==> config.mk <==
export PLATFORM = sky130hd
export DESIGN_NAME = spi_peripheral_fifo_echo
export DESIGN_NICKNAME = d
export VERILOG_FILES = /design/src/rtl/spi_echo_pkg.sv /design/src/rtl/spi_sync_fifo.sv /design/src/rtl/spi_peripheral_fifo_echo.sv
export SDC_FILE = /design/constraint.sdc
export NUM_CORES = 1
export LEC_CHECK = 0
export BUFFER_PORTS_ARGS = -buffer_cell sky130_fd_sc_hd__buf_2
export CAP_MARGIN = 20
export CORE_AREA = 4 4 96 98
export DETAILED_ROUTE_END_ITERATION = 10
export DIE_AREA = 0 0 100 102
export GPL_ROUTABILITY_DRIVEN = 0
export GPL_TIMING_DRIVEN = 0
export MAX_ROUTING_LAYER = met4
export PLACE_DENSITY_LB_ADDON = 0.3
export SLEW_MARGIN = 20
export SYNTH_ARGS = -nofsm -noshare
export SYNTH_HDL_FRONTEND = slang
export SYNTH_SLANG_ARGS = --single-unit
==> constraint.sdc <==
create_clock -name i_clk -period 5.1 [get_ports i_clk]
set_clock_uncertainty 0.05 [all_clocks]
set_input_delay 0.255 -clock i_clk [delete_from_list [all_inputs] [get_ports i_clk]]
set_output_delay 0.255 -clock i_clk [all_outputs]
set_load 0.01 [all_outputs]
==> src/rtl/spi_echo_pkg.sv <==
// Shared encodings for the SPI FIFO echo peripheral: transmit transform modes and engine states.
package spi_echo_pkg;

    typedef enum logic [1:0] {
        MODE_ECHO   = 2'd0,
        MODE_INVERT = 2'd1,
        MODE_INCR   = 2'd2,
        MODE_COUNT  = 2'd3
    } spi_mode_e;

    typedef enum logic [1:0] {
        ST_IDLE  = 2'd0,
        ST_LOAD  = 2'd1,
        ST_SHIFT = 2'd2
    } spi_state_e;

endpackage

==> src/rtl/spi_sync_fifo.sv <==
// Single-clock FIFO with occupancy count; a push into a full FIFO is accepted only alongside a pop.
module spi_sync_fifo #(
    parameter int WIDTH = 8,
    parameter int DEPTH = 4
) (
    input  logic                     i_clk,
    input  logic                     i_reset_n,
    input  logic                     i_push,
    input  logic [WIDTH-1:0]         i_push_data,
    input  logic                     i_pop,
    output logic [WIDTH-1:0]         o_pop_data,
    output logic                     o_full,
    output logic                     o_empty,
    output logic [$clog2(DEPTH):0]   o_level
);

    localparam int AW = $clog2(DEPTH);

    logic [WIDTH-1:0] mem [DEPTH];
    logic [AW-1:0]    wr_ptr;
    logic [AW-1:0]    rd_ptr;
    logic [AW:0]      level;
    logic             do_push;
    logic             do_pop;

    assign do_pop     = i_pop && !o_empty;
    assign do_push    = i_push && (!o_full || do_pop);
    assign o_full     = (level == (AW+1)'(DEPTH));
    assign o_empty    = (level == '0);
    assign o_level    = level;
    assign o_pop_data = mem[rd_ptr];

    always_ff @(posedge i_clk or negedge i_reset_n) begin
        if (!i_reset_n) begin
            wr_ptr <= '0;
            rd_ptr <= '0;
            level  <= '0;
        end else begin
            if (do_push) wr_ptr <= wr_ptr + 1'b1;
            if (do_pop)  rd_ptr <= rd_ptr + 1'b1;
            if (do_push && !do_pop)      level <= level + 1'b1;
            else if (!do_push && do_pop) level <= level - 1'b1;
        end
    end

    // Storage carries no reset; validity is tracked by the pointers and level.
    always_ff @(posedge i_clk) begin
        if (do_push) mem[wr_ptr] <= i_push_data;
    end

endmodule

==> src/rtl/spi_peripheral_fifo_echo.sv <==
// SPI mode-0 peripheral that buffers received words in a FIFO and returns them, optionally transformed.
module spi_peripheral_fifo_echo
    import spi_echo_pkg::*;
#(
    parameter int                    DATA_WIDTH = 8,
    parameter int                    FIFO_DEPTH = 4,
    parameter logic [DATA_WIDTH-1:0] FILL_WORD  = '0
) (
    input  logic                          i_clk,
    input  logic                          i_reset_n,
    input  logic                          i_spi_clk,
    input  logic                          i_spi_copi,
    input  logic                          i_spi_cs_n,
    output logic                          o_spi_cipo,
    output logic                          o_spi_cipo_oe,
    input  logic [1:0]                    i_mode,
    input  logic                          i_clear_flags,
    output logic [DATA_WIDTH-1:0]         o_rx_word,
    output logic                          o_rx_dv,
    output logic [$clog2(FIFO_DEPTH):0]   o_fifo_level,
    output logic                          o_overflow,
    output logic                          o_underflow,
    output logic                          o_active
);

    localparam int BW = $clog2(DATA_WIDTH);

    logic sclk_p0, sclk_p1, sclk_p2;
    logic copi_p0, copi_p1;
    logic cs_p0, cs_p1, cs_p2;
    logic armed;
    logic sclk_rise, sclk_fall, cs_fall;

    spi_state_e            state, state_nxt;
    spi_mode_e             mode_q;
    logic [BW-1:0]         bit_cnt;
    logic [DATA_WIDTH-1:0] rx_shift;
    logic [DATA_WIDTH-1:0] tx_shift;
    logic [DATA_WIDTH-1:0] word_cnt;
    logic                  load_pend;
    logic                  vld_p0;
    logic                  fetch;
    logic                  pop;
    logic                  underflow_set;
    logic                  overflow_set;
    logic [DATA_WIDTH-1:0] fetch_word;
    logic [DATA_WIDTH-1:0] fifo_head;
    logic                  fifo_full;
    logic                  fifo_empty;

    function automatic logic [DATA_WIDTH-1:0] tx_transform(input spi_mode_e mode,
                                                           input logic [DATA_WIDTH-1:0] head);
        case (mode)
            MODE_INVERT: return ~head;
            MODE_INCR:   return head + 1'b1;
            default:     return head;
        endcase
    endfunction

    // Synchronisers. CS resets to "selected" so a reset mid-transaction cannot fabricate a CS fall;
    // the engine stays disarmed until CS has genuinely been seen high.
    always_ff @(posedge i_clk or negedge i_reset_n) begin
        if (!i_reset_n) begin
            sclk_p0 <= 1'b0;
            sclk_p1 <= 1'b0;
            sclk_p2 <= 1'b0;
            copi_p0 <= 1'b0;
            copi_p1 <= 1'b0;
            cs_p0   <= 1'b0;
            cs_p1   <= 1'b0;
            cs_p2   <= 1'b0;
            armed   <= 1'b0;
        end else begin
            sclk_p0 <= i_spi_clk;
            sclk_p1 <= sclk_p0;
            sclk_p2 <= sclk_p1;
            copi_p0 <= i_spi_copi;
            copi_p1 <= copi_p0;
            cs_p0   <= i_spi_cs_n;
            cs_p1   <= cs_p0;
            cs_p2   <= cs_p1;
            if (cs_p1) armed <= 1'b1;
        end
    end

    assign sclk_rise     = sclk_p1 && !sclk_p2;
    assign sclk_fall     = !sclk_p1 && sclk_p2;
    assign cs_fall       = armed && cs_p2 && !cs_p1;
    assign o_spi_cipo_oe = armed && !cs_p1;
    assign o_spi_cipo    = o_spi_cipo_oe && tx_shift[DATA_WIDTH-1];
    assign o_active      = (state != ST_IDLE);

    always_comb begin
        state_nxt = state;
        fetch     = 1'b0;
        unique case (state)
            ST_IDLE:  if (cs_fall) state_nxt = ST_LOAD;
            ST_LOAD: begin
                fetch     = 1'b1;
                state_nxt = ST_SHIFT;
            end
            ST_SHIFT: if (sclk_fall && load_pend) fetch = 1'b1;
            default:  state_nxt = ST_IDLE;
        endcase
        if (cs_p1) begin
            state_nxt = ST_IDLE;
            fetch     = 1'b0;
        end
    end

    always_comb begin
        fetch_word    = FILL_WORD;
        pop           = 1'b0;
        underflow_set = 1'b0;
        if (mode_q == MODE_COUNT) begin
            fetch_word = word_cnt;
        end else if (fifo_empty) begin
            underflow_set = fetch;
        end else begin
            fetch_word = tx_transform(mode_q, fifo_head);
            pop        = fetch;
        end
    end

    assign overflow_set = vld_p0 && fifo_full && !pop;

    // Stage p0: bit sampling; vld_p0 marks a completed word one cycle after the last rise.
    always_ff @(posedge i_clk or negedge i_reset_n) begin
        if (!i_reset_n) begin
            state     <= ST_IDLE;
            mode_q    <= MODE_ECHO;
            bit_cnt   <= '0;
            load_pend <= 1'b0;
            vld_p0    <= 1'b0;
            word_cnt  <= '0;
            rx_shift  <= '0;
        end else begin
            state  <= state_nxt;
            vld_p0 <= 1'b0;
            if (vld_p0) word_cnt <= word_cnt + 1'b1;
            if (state == ST_IDLE && state_nxt == ST_LOAD) begin
                mode_q   <= spi_mode_e'(i_mode);
                word_cnt <= '0;
            end
            if (state_nxt == ST_IDLE) begin
                bit_cnt   <= '0;
                load_pend <= 1'b0;
            end else if (state == ST_SHIFT) begin
                if (sclk_rise) begin
                    rx_shift <= {rx_shift[DATA_WIDTH-2:0], copi_p1};
                    if (bit_cnt == BW'(DATA_WIDTH-1)) begin
                        bit_cnt   <= '0;
                        vld_p0    <= 1'b1;
                        load_pend <= 1'b1;
                    end else begin
                        bit_cnt <= bit_cnt + 1'b1;
                    end
                end
                if (fetch) load_pend <= 1'b0;
            end
        end
    end

    always_ff @(posedge i_clk or negedge i_reset_n) begin
        if (!i_reset_n) begin
            tx_shift <= '0;
        end else if (fetch) begin
            tx_shift <= fetch_word;
        end else if (state == ST_SHIFT && sclk_fall) begin
            tx_shift <= {tx_shift[DATA_WIDTH-2:0], 1'b0};
        end
    end

    // Stage p1: word delivery and sticky status.
    always_ff @(posedge i_clk or negedge i_reset_n) begin
        if (!i_reset_n) begin
            o_rx_word   <= '0;
            o_rx_dv     <= 1'b0;
            o_overflow  <= 1'b0;
            o_underflow <= 1'b0;
        end else begin
            o_rx_dv <= vld_p0;
            if (vld_p0) o_rx_word <= rx_shift;
            if (overflow_set)       o_overflow <= 1'b1;
            else if (i_clear_flags) o_overflow <= 1'b0;
            if (underflow_set)      o_underflow <= 1'b1;
            else if (i_clear_flags) o_underflow <= 1'b0;
        end
    end

    spi_sync_fifo #(
        .WIDTH (DATA_WIDTH),
        .DEPTH (FIFO_DEPTH)
    ) u_fifo (
        .i_clk       (i_clk),
        .i_reset_n   (i_reset_n),
        .i_push      (vld_p0),
        .i_push_data (rx_shift),
        .i_pop       (pop),
        .o_pop_data  (fifo_head),
        .o_full      (fifo_full),
        .o_empty     (fifo_empty),
        .o_level     (o_fifo_level)
    );

endmodule

; ---- Word level (Yosys, flattened, before mapping)
; Memories as Yosys holds them, arrays and structs flattened.
; Cells that the tools add are included.
[word_totals]
register_bits = 60
n_memories = 1
out_inout_bits = 17
input_bits = 8
ram_bits = 32
word_cells = 119
[classes]
n_eq_ne = 8
muxes = 37
bitwise = 2
reduce_logical = 40
addsub = 7
[memory_table]
columns = name, words, word_bits, read_ports, rd_ports_with_merged_regs, wr, line_no
row1 = u_fifo.mem, 4, 8, 1, 0, 1, spi_sync_fifo.sv:19  ; logic [WIDTH-1:0] mem [DEPTH];
[op_table]
columns = cell, n
row1 = $mux W8, 6
row2 = $mux W1, 20
row3 = $mux W3, 6
row4 = $add A8 B1 Y8 const B, 2
row5 = $pmux W8 S2, 1
row6 = $reduce_bool A2 Y1, 8
row7 = $logic_and A1 B1 Y1, 15
row8 = $logic_not A1 Y1, 8
row9 = $not A8 Y8, 1
row10 = $add A3 B1 Y3 const B, 2
row11 = $eq A2 B1 Y1 const B, 3
row12 = $eq A2 B2 Y1 const B, 3
row13 = $eq A3 B3 Y1 const B, 2
row14 = $pmux W2 S3, 1
row15 = $reduce_and A3 Y1, 2
row16 = $reduce_bool A3 Y1, 2
row17 = $add A2 B1 Y2 const B, 2
row18 = $logic_not A2 Y1, 2
row19 = $mux W2, 2
row20 = $logic_not A3 Y1, 1
row21 = $sub A3 B1 Y3 const B, 1
row22 = $pmux W1 S2, 1
row23 = $reduce_and A2 Y1, 1
row24 = $logic_or A1 B1 Y1, 1
row25 = $not A1 Y1, 1

; ---- Depth between registers and ports, before layout
[depth]
depth_word = 15
ltp_mapped = 12
depth_no_buf = 12

; ---- Modules after synthesis
; From an unflattened synthesis, not the netlist that was laid out.
[hier_totals]
hier_cells = 309
hier_area_um2 = 4186.5
[by_module_without_submodules]
columns = module, instances, cells_per_inst, area_each_um2, seq_area_each_um2
row1 = spi_peripheral_fifo_echo, 1, 232, 2595.0, 1326.3
row2 = spi_sync_fifo, 1, 77, 1591.5, 1136.1

; ---- Worst setup path after synthesis
; Ideal clock, no wire load.
[synth_path]
path_kind = reg2reg
from = register state[0]
to = register u_fifo.level[2], in the netlist u_fifo.o_level[2]
setup_time_ps = 79
stages_incl_launch_ff = 13
path_buffers = 0
period_less_slack_ps = 2659
setup_slack_ps = 2441
required_time_ps = 4971
arrival_ps = 2529
path_cell_list = dfrtp_1 > inv_1 > ha_1 > nor2b_1 > o21ai_0 > o211ai_1 > and2_1 > ha_1 > inv_1 > fa_1 > xor2_1 > nor2_1 > xor2_1
[synth_between]
elab_chain_cells = 11
elab_cells_between_ends = 15
cone_classes = eq/ne (2) / mux (5) / reduce/logical (8)
[synth_rtl]
columns = element, line_no
row1 = "start, declared", spi_peripheral_fifo_echo.sv:34  ; spi_state_e state, state_nxt;
row2 = "start signal, assigned", spi_peripheral_fifo_echo.sv:138  ; state <= state_nxt;
row3 = $eq A2 B2 Y1 or $eq A2 B1 Y1 (tied branches), spi_peripheral_fifo_echo.sv:96  ; unique case (state)
row4 = $pmux W1 S2 (*), spi_peripheral_fifo_echo.sv:96
row5 = $mux W1 (*), spi_peripheral_fifo_echo.sv:105  ; if (cs_p1) begin
row6 = $mux W1 (*), spi_peripheral_fifo_echo.sv:117  ; end else if (fifo_empty) begin
row7 = $mux W1 (*), spi_peripheral_fifo_echo.sv:115  ; if (mode_q == MODE_COUNT) begin
row8 = $logic_and A1 B1 Y1 (*), spi_sync_fifo.sv:26  ; assign do_pop = i_pop && !o_empty;
row9 = $logic_or A1 B1 Y1 (*), spi_sync_fifo.sv:27  ; assign do_push = i_push && (!o_full || do_pop);
row10 = $logic_and A1 B1 Y1 (*), spi_sync_fifo.sv:27
row11 = named net u_fifo.do_push, spi_sync_fifo.sv:23  ; logic do_push;
row12 = $logic_not A1 Y1, spi_sync_fifo.sv:42  ; else if (!do_push && do_pop) level <= level - 1'b1;
row13 = $logic_and A1 B1 Y1, spi_sync_fifo.sv:42
row14 = $reduce_bool A2 Y1 (no line), --
row15 = "end signal, assigned", spi_sync_fifo.sv:41  ; if (do_push && !do_pop) level <= level + 1'b1;
row16 = "end signal, assigned", spi_sync_fifo.sv:42
row17 = "end, declared", spi_sync_fifo.sv:22  ; logic [AW:0] level;
; Mark *: on every way through the listed nets, which the timed path passes. The rest lies on a longest branch.
; A chain may end at the register's enable or synchronous reset.

; ---- Worst setup path after layout
; Ends and elaborated chain as after synthesis.

==> impl_summary.log <==
INFO  metric die_width = 100 µm
INFO  metric io-pin-count = 25
INFO  metric synth_cell_types = 50
INFO  metric finalSetupTns = 0 ps
INFO  metric rows = 34
INFO  metric netlist_instances = 299
INFO  metric placed_cells = 431
INFO  metric sequential_element_share_of_the_synthesized_area = 60.2%
INFO  metric power_frac_seq = 55.1%
INFO  metric yosys_most_used_dff = dfrtp_1
INFO  metric n_antenna_cell = 0
INFO  metric first_global_vias = 2,438
INFO  metric run_status = finished clean
INFO  metric cp_data_arrival_time = 3320 ps
INFO  metric postCtsSetupBuffers = 0
INFO  metric cp-start-kind = flip-flop
INFO  metric fin_crit = 3090 ps
INFO  metric stdcell_count = 451
INFO  metric power.combinational.fraction = 16.1%
INFO  metric detailed_route_wl = 7160 µm
INFO  metric critical_path_class = reg -> reg
INFO  metric worst-path-max-fanout = 6
INFO  metric yosysWarnings = 0
INFO  metric route.detailed.wl_per_inst = 15.9 µm
INFO  metric post_route_cells_drive_above_1_share = 21.3%
INFO  metric most-common-layout-cells = dfrtp_1 (60), edfxtp_1 (32), buf_2 (24)
INFO  metric vias_per_cell = 5.33
INFO  metric unrepaired_setup_endpoints_after_global_routing = false
INFO  metric drt_pass1_iterations = 4
INFO  metric cellInternalPower = 1.09 mW
INFO  metric critical_path.reg2reg.startpoint = state[0]
INFO  metric maxCapViolCount = 0
INFO  metric max_freq = 323 MHz
INFO  metric chipHeight = 102 µm
INFO  metric power_per_cell_area = 334 nW/µm²
INFO  metric cp-startpoint = state[0]
INFO  metric power_frac_clock = 28.8%
INFO  metric headroom_to_the_max_slew_limit = 49.7%
INFO  metric htreeDepth = 3
INFO  metric total_power = 1.52 mW
INFO  metric postPlaceCellArea = 4350 µm²
INFO  metric mostFrequentLayoutCell = dfrtp_1
INFO  metric end_kind = flip-flop
INFO  metric detailroute.via_count = 2,403
INFO  metric timing_worst_slew_pin_value = 755 ps
INFO  metric worst_slack_after_detailed_placement = 1980 ps
INFO  metric cts_repair_resize_count = 0
INFO  metric hold_viol = 0
INFO  metric port-buffer-count = 24
INFO  metric synth-seq-cells = 92
INFO  metric areaGrowthSynthToFinish = 11.6%
INFO  metric globalRouteTotalUtil = 16.5%
INFO  metric grt.met2_usage = 23.7%
INFO  metric worstPathRequired = 5330 ps
INFO  metric power.share.switching = 28.5%
INFO  metric setup_viol = 0
INFO  metric worst_hold_startpoint = i_mode[1]
INFO  metric power.ir.vdd_worst = 155 µV
INFO  metric place_hpwl = 5030 µm
INFO  metric grt_max_degree = 61
INFO  metric met3_usage = 3.96%
INFO  metric fin_crit_sh = 60.6%
INFO  metric ant_nets = 0
INFO  metric maxSlewViolCount = 0
INFO  metric grt_first_pass_wirelength = 12,500 µm
INFO  metric clkSlewWorstSetupHoldPaths = 90 ps
INFO  metric core-area = 8470 µm²
INFO  metric globalRouteOverflowTotal = 0
INFO  metric cts.sink_count = 92
INFO  metric design.die.area = 10,200 µm²
INFO  metric number_of_enable_type_register_cells_in_the_synthesized_netlist = 32
INFO  metric syn-mean-instance-area = 13.7 µm²
INFO  metric synthesis.nets = 324
INFO  metric detail_route.drc_violations = 0
INFO  metric master_cell_of_the_clock_root_buffer = clkbuf_8
INFO  metric insertion_delay = 350 ps
INFO  metric clock_tree_from_tritoncts = built
INFO  metric start_util = 48.3%
INFO  metric global_route.peak_usage_layer = met2
INFO  metric power_leakage = 2.09 nW
INFO  metric tritoncts.num_buffers = 9
INFO  metric antenna_found_initial = 0
INFO  metric min_path_type = in -> reg
INFO  metric fraction_of_registers_with_async_set_reset = 65.2%
INFO  metric drt_iter0_drc = 149
INFO  metric synth_area = 4090 µm²
INFO  metric netSwitchingPower = 0.435 mW
INFO  metric final_critical_path_setup_slack = 2010 ps
INFO  metric cts-root-to-sink-buffers = 2
INFO  metric grt.met1_usage = 23.2%
INFO  metric finish.net_count = 363
INFO  metric layout.cell_area.non_filler = 4560 µm²
## power by group through the flow
stage               registers [mW]  clock network [mW]  logic (mW)
finish                       0.840               0.439       0.246
global route                 0.847               0.487       0.284
CTS                          0.840               0.451       0.247
detailed placement           0.856                   0       0.244
global placement             0.854                   0       0.237
floorplan                    0.846                   0       0.180
## synthesized netlist by cell type, drive strengths merged, types with 4 or more instances
library cell | number | area [µm²]
nor3 | 6 | 30.0
buf | 4 | 23.8
and3 | 7 | 43.8
dfrtp | 60 | 1500
mux2i | 11 | 110
mux4 | 8 | 188
mux2 | 22 | 248
clkbuf | 7 | 27.5
xor2 | 9 | 78.8
ha | 16 | 200
a21oi | 7 | 35.0
edfxtp | 32 | 961
a221oi | 4 | 35.0
nand3 | 8 | 45.0
o21ai | 8 | 40.0
nor2 | 19 | 73.8
nand2 | 15 | 56.3
xnor2 | 4 | 35.0
inv | 13 | 48.8
## final timing paths
path | end | cells after the start | slack [ps]
min reg2reg | cs_p1 | 0 | 310
min | mode_q[1] | 3 | 80
max reg2reg | u_fifo.o_level[2] | 12 | 2010
min in group asynchronous | tx_shift[0] | 2 | 460
max | u_fifo.o_level[2] | 12 | 2010
max in group asynchronous | rx_shift[5] | 2 | 4040
## routing by layer
metal | share of wire [%] | up-vias
li1 | - | 1176
met1 | 48 | 1185
met2 | 47 | 34
met3 | 3.7 | 8
met4 | 1.5 | 0
met5 | 0 | -
## critical path: stages (launching register included)
cell and delay (ps):
dfrtp_1 440, inv_1 80, ha_1 270, nor2b_1 250, o21ai_0 220, o211ai_1 390, and2_1 250, ha_1 210
inv_1 60, fa_1 380, xor2_1 150, nor2_1 110, xor2_1 140
## area by class of cell
cell class	instances	area, µm²
Inverter	13	48.8
Fill cell	707	3900
Clock inverter	7	52.6
Tap cell	108	135
Timing Repair Buffer	28	163
Multi-Input combinational cell	183	1530
Clock buffer	9	124
Buffer	11	51.3
Sequential cell	92	2460
## logic make-up after synthesis
| family | count (synthesis) | synth area share, % |
|---|---|---|
| buffers and inverters | 24 | 2.45 |
| and+or+nand+nor | 74 | 9.30 |
| adders and majority gates | 17 | 5.38 |
| muxes | 41 | 13.3 |
| AOI/OAI and AO/OA | 38 | 6.55 |
| xor gates and xnor gates | 13 | 2.78 |
| DFF | 92 | 60.2 |
## what timing repair did
| item | CTS | global route |
|---|---|---|
| endpoints found under the setup margin | 0 | 0 |
| hold buffers | 4 | 0 |
| endpoints found under the hold margin | 63 | 0 |
## through the flow
stage / hold slack (ps) / util, %
2_1_floorplan: -90.6 / -
3_3_place_gp: 283 / 51.3
3_5_place_dp: 289 / 51.4
4_1_cts: 72.1 / 53.9
5_1_grt: 65.6 / 53.9
6_report: 83.4 / 53.9
## registers in the layout, indices dropped and copies added, names as in the netlist, 2 cells and up
signal          cells
state               2
mode_q              2
word_cnt            8
u_fifo.mem         32
u_fifo.o_level      3
u_fifo.rd_ptr       2
u_fifo.wr_ptr       2
bit_cnt             3
rx_shift            8
tx_shift            8
o_rx_word           8
No activity file was read; power rests on OpenSTA's default activity.
